===== src/rtl/pipeline_pkg.sv =====
// ============================================================================
// Module      : pipeline_pkg
// Description : Shared types and constants for the RV32I pipeline controller.
// Revision    : 1.0 - initial release
// ============================================================================
`default_nettype none

package pipeline_pkg;

  typedef struct packed {
    logic       valid;
    logic [4:0] rd;
  } sb_entry_t;

  typedef enum logic [0:0] {
    RUN   = 1'b0,
    FLUSH = 1'b1
  } ctrl_state_t;

  localparam logic [4:0] REG_ZERO = 5'd0;

endpackage

`default_nettype wire


===== src/rtl/sb_match.sv =====
// ============================================================================
// Module      : sb_match
// Description : Combinational scoreboard search for one source register.
// Revision    : 1.0 - initial release
// ============================================================================
`default_nettype none

module sb_match
  import pipeline_pkg::*;
#(
  parameter int DEPTH    = 3,
  parameter int SEARCH_N = 3
) (
  input  sb_entry_t [DEPTH-1:0] entries_i,
  input  logic [4:0]            rs_i,
  input  logic                  use_i,
  output logic                  hit_o
);

  // Only the youngest SEARCH_N entries can still collide with an ID read.
  always_comb begin
    hit_o = 1'b0;
    if (use_i && (rs_i != REG_ZERO)) begin
      for (int i = 0; i < SEARCH_N; i++) begin
        if (entries_i[i].valid && (entries_i[i].rd == rs_i)) begin
          hit_o = 1'b1;
        end
      end
    end
  end

endmodule

`default_nettype wire


===== src/rtl/hazard_controller.sv =====
// ============================================================================
// Module      : hazard_controller
// Description : RAW-stall / redirect-flush / freeze sequencing with perf counters.
// Revision    : 1.0 - initial release
// ============================================================================
`default_nettype none

module hazard_controller
  import pipeline_pkg::*;
#(
  parameter int DEPTH            = 3,
  parameter int RF_WRITE_THROUGH = 0,
  parameter int FLUSH_CYCLES     = 2,
  parameter int CNT_W            = 32
) (
  input  logic             clk,
  input  logic             reset,
  input  logic             id_valid,
  input  logic [4:0]       id_rs1,
  input  logic [4:0]       id_rs2,
  input  logic             id_use_rs1,
  input  logic             id_use_rs2,
  input  logic [4:0]       id_rd,
  input  logic             id_reg_write,
  input  logic             ex_redirect,
  input  logic             ext_stall,
  output logic             pc_en,
  output logic             ifid_en,
  output logic             idex_kill,
  output logic             pipe_en,
  output logic [CNT_W-1:0] stall_cnt,
  output logic [CNT_W-1:0] flush_cnt
);

  localparam int         c_SEARCH_N  = DEPTH - RF_WRITE_THROUGH;
  localparam logic [2:0] c_KILL_INIT = 3'(FLUSH_CYCLES - 1);

  ctrl_state_t            state_q, state_d;
  logic [2:0]             kill_q, kill_d;
  sb_entry_t [DEPTH-1:0]  sb_q;
  logic [CNT_W-1:0]       stall_cnt_q, flush_cnt_q;
  logic                   w_stall_inc, w_flush_inc;
  logic                   w_hit_rs1, w_hit_rs2, w_hazard;

  sb_match #(.DEPTH(DEPTH), .SEARCH_N(c_SEARCH_N)) u_match_rs1 (
    .entries_i (sb_q),
    .rs_i      (id_rs1),
    .use_i     (id_use_rs1),
    .hit_o     (w_hit_rs1)
  );

  sb_match #(.DEPTH(DEPTH), .SEARCH_N(c_SEARCH_N)) u_match_rs2 (
    .entries_i (sb_q),
    .rs_i      (id_rs2),
    .use_i     (id_use_rs2),
    .hit_o     (w_hit_rs2)
  );

  assign w_hazard = id_valid && (w_hit_rs1 || w_hit_rs2);

  always_comb begin
    state_d     = state_q;
    kill_d      = kill_q;
    pc_en       = 1'b1;
    ifid_en     = 1'b1;
    pipe_en     = 1'b1;
    idex_kill   = 1'b0;
    w_stall_inc = 1'b0;
    w_flush_inc = 1'b0;
    if (reset) begin
      pc_en     = 1'b0;
      ifid_en   = 1'b0;
      pipe_en   = 1'b0;
      idex_kill = 1'b1;
    end else if (ext_stall) begin
      pc_en   = 1'b0;
      ifid_en = 1'b0;
      pipe_en = 1'b0;
    end else if (ex_redirect) begin
      idex_kill   = 1'b1;
      w_flush_inc = 1'b1;
      kill_d      = c_KILL_INIT;
      state_d     = (FLUSH_CYCLES > 1) ? FLUSH : RUN;
    end else if (state_q == FLUSH) begin
      idex_kill   = 1'b1;
      w_flush_inc = 1'b1;
      kill_d      = kill_q - 3'd1;
      if (kill_q == 3'd1) begin
        state_d = RUN;
      end
    end else if (w_hazard) begin
      // Hold IF and ID, let a bubble advance until the producer retires.
      pc_en       = 1'b0;
      ifid_en     = 1'b0;
      idex_kill   = 1'b1;
      w_stall_inc = 1'b1;
    end
  end

  always_ff @(posedge clk) begin
    if (reset) begin
      state_q <= RUN;
      kill_q  <= 3'd0;
    end else begin
      state_q <= state_d;
      kill_q  <= kill_d;
    end
  end

  always_ff @(posedge clk) begin
    if (reset) begin
      sb_q <= '0;
    end else if (pipe_en) begin
      sb_q[0].valid <= id_valid && id_reg_write && (id_rd != REG_ZERO) && !idex_kill;
      sb_q[0].rd    <= id_rd;
      for (int i = 1; i < DEPTH; i++) begin
        sb_q[i] <= sb_q[i-1];
      end
    end
  end

  // Counters saturate so long runs never appear to reset.
  always_ff @(posedge clk) begin
    if (reset) begin
      stall_cnt_q <= '0;
      flush_cnt_q <= '0;
    end else begin
      if (w_stall_inc && (stall_cnt_q != '1)) begin
        stall_cnt_q <= stall_cnt_q + 1'b1;
      end
      if (w_flush_inc && (flush_cnt_q != '1)) begin
        flush_cnt_q <= flush_cnt_q + 1'b1;
      end
    end
  end

  assign stall_cnt = stall_cnt_q;
  assign flush_cnt = flush_cnt_q;

endmodule

`default_nettype wire


===== config.mk =====
export PLATFORM = sky130hd
export DESIGN_NAME = hazard_controller
export DESIGN_NICKNAME = d
export VERILOG_FILES = /design/src/rtl/pipeline_pkg.sv /design/src/rtl/sb_match.sv /design/src/rtl/hazard_controller.sv
export SDC_FILE = /design/constraint.sdc
export NUM_CORES = 1
export LEC_CHECK = 0
export ABC_CLOCK_PERIOD_IN_PS = 8900
export BUFFER_PORTS_ARGS = -buffer_cell sky130_fd_sc_hd__buf_4
export CAP_MARGIN = 20
export CORE_ASPECT_RATIO = 1.75
export CORE_MARGIN = 1.5
export CORE_UTILIZATION = 54
export CTS_CLUSTER_DIAMETER = 120
export DETAILED_ROUTE_END_ITERATION = 8
export PLACE_DENSITY = 0.85
export SYNTH_ARGS = -nofsm -noshare
export SYNTH_HDL_FRONTEND = slang
export SYNTH_HIERARCHICAL = 1
export SYNTH_SLANG_ARGS = --single-unit

===== constraint.sdc =====
create_clock -name clk -period 8.9 [get_ports clk]
set_input_delay 2.67 -clock clk [delete_from_list [all_inputs] [get_ports clk]]
set_output_delay 2.67 -clock clk [all_outputs]
set_load 0.005 [all_outputs]

==> impl_metrics.py <==
metrics = {
    "status": {
        "outcome": "finished, final reports clean",
    },
    "final_layout": {
        "syn_to_final_growth_pct": 22.0,
        "layout-drive-gt1-share": 0.214,
        "postLayoutCellArea_mm2": 0.00556,
        "instances_no_fill": 700,
        "n_antenna_cell": 0,
        "nNetsFinal": 631,
        "final_util": 0.673,
        "fill_cells": 663,
    },
    "placement": {
        "hpwlAfterDp_um": 8340,
        "dpl.cell_count": 685,
        "routabilityCongestion": 0.903,
        "dp_slack_ns": 1.82,
        "postPlaceCellArea_mm2": 0.00529,
        "portBuffers": 90,
    },
    "logic_synthesis": {
        "syn-instance-count": 523,
        "syn_area_per_cell_um2": 8.72,
        "synth.lib_cells_used.distinct": 51,
        "ys_top_cells_by_count": "dfxtp_1, nor2_1, xnor2_1",
        "ys_top_cells_by_area": "dfxtp_1, xnor2_1, nor2_1",
        "ys_ff_latch": 86,
        "synth_area_leader_cell": "dfxtp_1",
        "ys_seq_area_frac": 0.378,
        "synth_most_common_cell": "dfxtp_1",
        "async_flop_share": 0,
        "synth_edf_count": 0,
        "synth_nets": 550,
        "synth_top_area_frac": 0.378,
        "syn_area_mm2": 0.00456,
        "yosys_warnings": 6,
        "synth_flop_cell": "dfxtp_1",
    },
    "detailed_routing": {
        "drt_iter0_drc": 275,
        "routedWlPerCell_um": 16.5,
        "via_per_inst": 6.11,
        "dr.pass1.iters": 4,
        "ant_nets": 0,
        "num_vias": 4279,
        "route.detailed.drc": 0,
        "drt-total-wl_um": 11600,
    },
    "critical_path": {
        "crit_arrival_ns": 4.45,
        "cp-end-kind": "output pin",
        "critPathLaunchType": "primary input",
        "required_ns": 6.23,
        "crit_fanout": 7,
        "rrSetupSlack_ns": 6.04,
        "worstSetupPathType": "primary input to output pin",
        "rr_worst_depth": 6,
    },
    "clocking": {
        "cts_root_buffer": "clkbuf_16",
        "cts_buffers": 9,
        "insertion_delay_ns": 0.34,
        "post_cts_buffers": 0,
        "cts_resized": 0,
        "cts_hold_buf": 0,
        "clockBufferDepth": 2,
        "clk_pin_slew_ns": 0.06,
        "cts-htree-levels": 3,
        "cts_num_sinks": 86,
        "cts_tree": "done",
    },
    "timing": {
        "setup_viol": 0,
        "fin_ws_ns": 1.78,
        "fmax_mhz": 140,
        "worstMarginPinSlew_ns": 1.12,
        "slew_headroom": 0.249,
        "rsz0062_at_grt": "false",
        "tns_ns": 0,
        "drv_slew": 0,
        "finalHoldViolations": 0,
        "skew_ns": 0.00838,
        "hold_ws_ns": 0.474,
        "period_share": 0.800,
        "min_period_ns": 7.12,
    },
    "pwr": {
        "irDropWorstVdd_uv": 131,
        "switchingPower_mw": 0.182,
        "p_sw_frac": 0.229,
        "p_leak_nw": 2.04,
        "seqPwrFrac": 0.497,
        "pwr-share-clk": 0.438,
        "combPwrFrac": 0.064,
        "p_per_area_mw_per_mm2": 143,
        "finalPower_mw": 0.794,
        "p_int_mw": 0.612,
    },
    "floorplanning": {
        "die_y_um": 125,
        "chipWidth_um": 72.5,
        "die_area_mm2": 0.00903,
        "row_count": 44,
        "ios": 91,
        "initial_core_util": 0.552,
        "fp.coreArea_mm2": 0.00826,
    },
    "global_route": {
        "global_route.overflow_total": 0,
        "grt_pass1_wl_um": 18900,
        "grt_pass1_vias": 4054,
        "grt_max_degree": 88,
        "antenna_found_initial": 0,
        "grt_use_total": 0.259,
    },
    "worst_hold_path": {
        "worstHoldPathType": "register to register",
        "hold_depth": 2,
    },
    "flow_run": {
        "drv_cap": 0,
    },
}
## flip-flops by register name (all words and copies together), names as in the netlist
name,count
kill_q,3
stall_cnt,32
sb_q,18
state_q,1
flush_cnt,32
## cell usage in the layout (no fill, tap or decap), types with 8 or more instances in the layout
cell type | Yosys | layout
inv_1 | 8 | 8
nand4_1 | 24 | 24
clkbuf_16 | 0 | 9
xor2_1 | 25 | 25
o21ai_0 | 10 | 10
nand2_1 | 25 | 25
and4_1 | 9 | 9
nor4_1 | 12 | 12
xnor2_1 | 41 | 41
dfxtp_1 | 86 | 86
nand3_1 | 22 | 22
o31ai_1 | 11 | 11
or4_1 | 15 | 15
a211oi_1 | 16 | 16
buf_4 | 2 | 94
mux2i_1 | 20 | 20
a21oi_1 | 29 | 29
nor2_1 | 72 | 72
## worst max-delay path, stage by stage
cell and delay [ns]:
buf_4 0.13, xor2_1 0.16, nor4_2 0.29, nand3_1 0.10
a31oi_1 0.22, o21a_1 0.32, nor3_1 0.07, o21ai_0 0.30
buf_4 0.18
## final timing paths
check / startpoint / end
setup / recovery: id_rs2[1] / idex_kill
hold / removal: kill_q[1] / kill_q[1]
setup reg to reg: flush_cnt[0] / flush_cnt[7]
hold reg to reg: kill_q[1] / kill_q[1]
## per-layer routing
metal	vias up	global-route usage	wire length [um]
met5	-	0	0
met2	120	0.475	6330
li1	2109	-	-
met1	2028	0.283	4470
met4	0	0.105	287
met3	22	0.0477	470
## power groups by stage
stage | Sequential, mW | Clock (mW) | Combinational, mW
floorplan | 0.401 | 0 | 0.0323
CTS | 0.395 | 0.352 | 0.0509
finish | 0.395 | 0.348 | 0.0512
global placement | 0.403 | 0 | 0.0486
detailed placement | 0.404 | 0 | 0.0507
global route | 0.395 | 0.370 | 0.0552
## logic make-up after synthesis
| kind of cell | share of synthesized area |
|---|---|
| compound gates | 0.131 |
| xor+xnor | 0.127 |
| fa+ha+maj | 0.0110 |
| buf+inv | 0.0288 |
| flops | 0.378 |
| mux | 0.0488 |
| simple gates | 0.276 |
## layout make-up
cell class,count,area [um^2],area share
Sequential cell,86,1720,0.310
Clock inverter,4,22.5,0.00405
Inverter,8,30.0,0.00540
Timing Repair Buffer,94,706,0.127
Clock buffer,11,253,0.0455
Tap cell,92,115,0.0207
Multi-Input combinational cell,405,2710,0.488
Note: power is estimated with default switching activity, not from simulation.
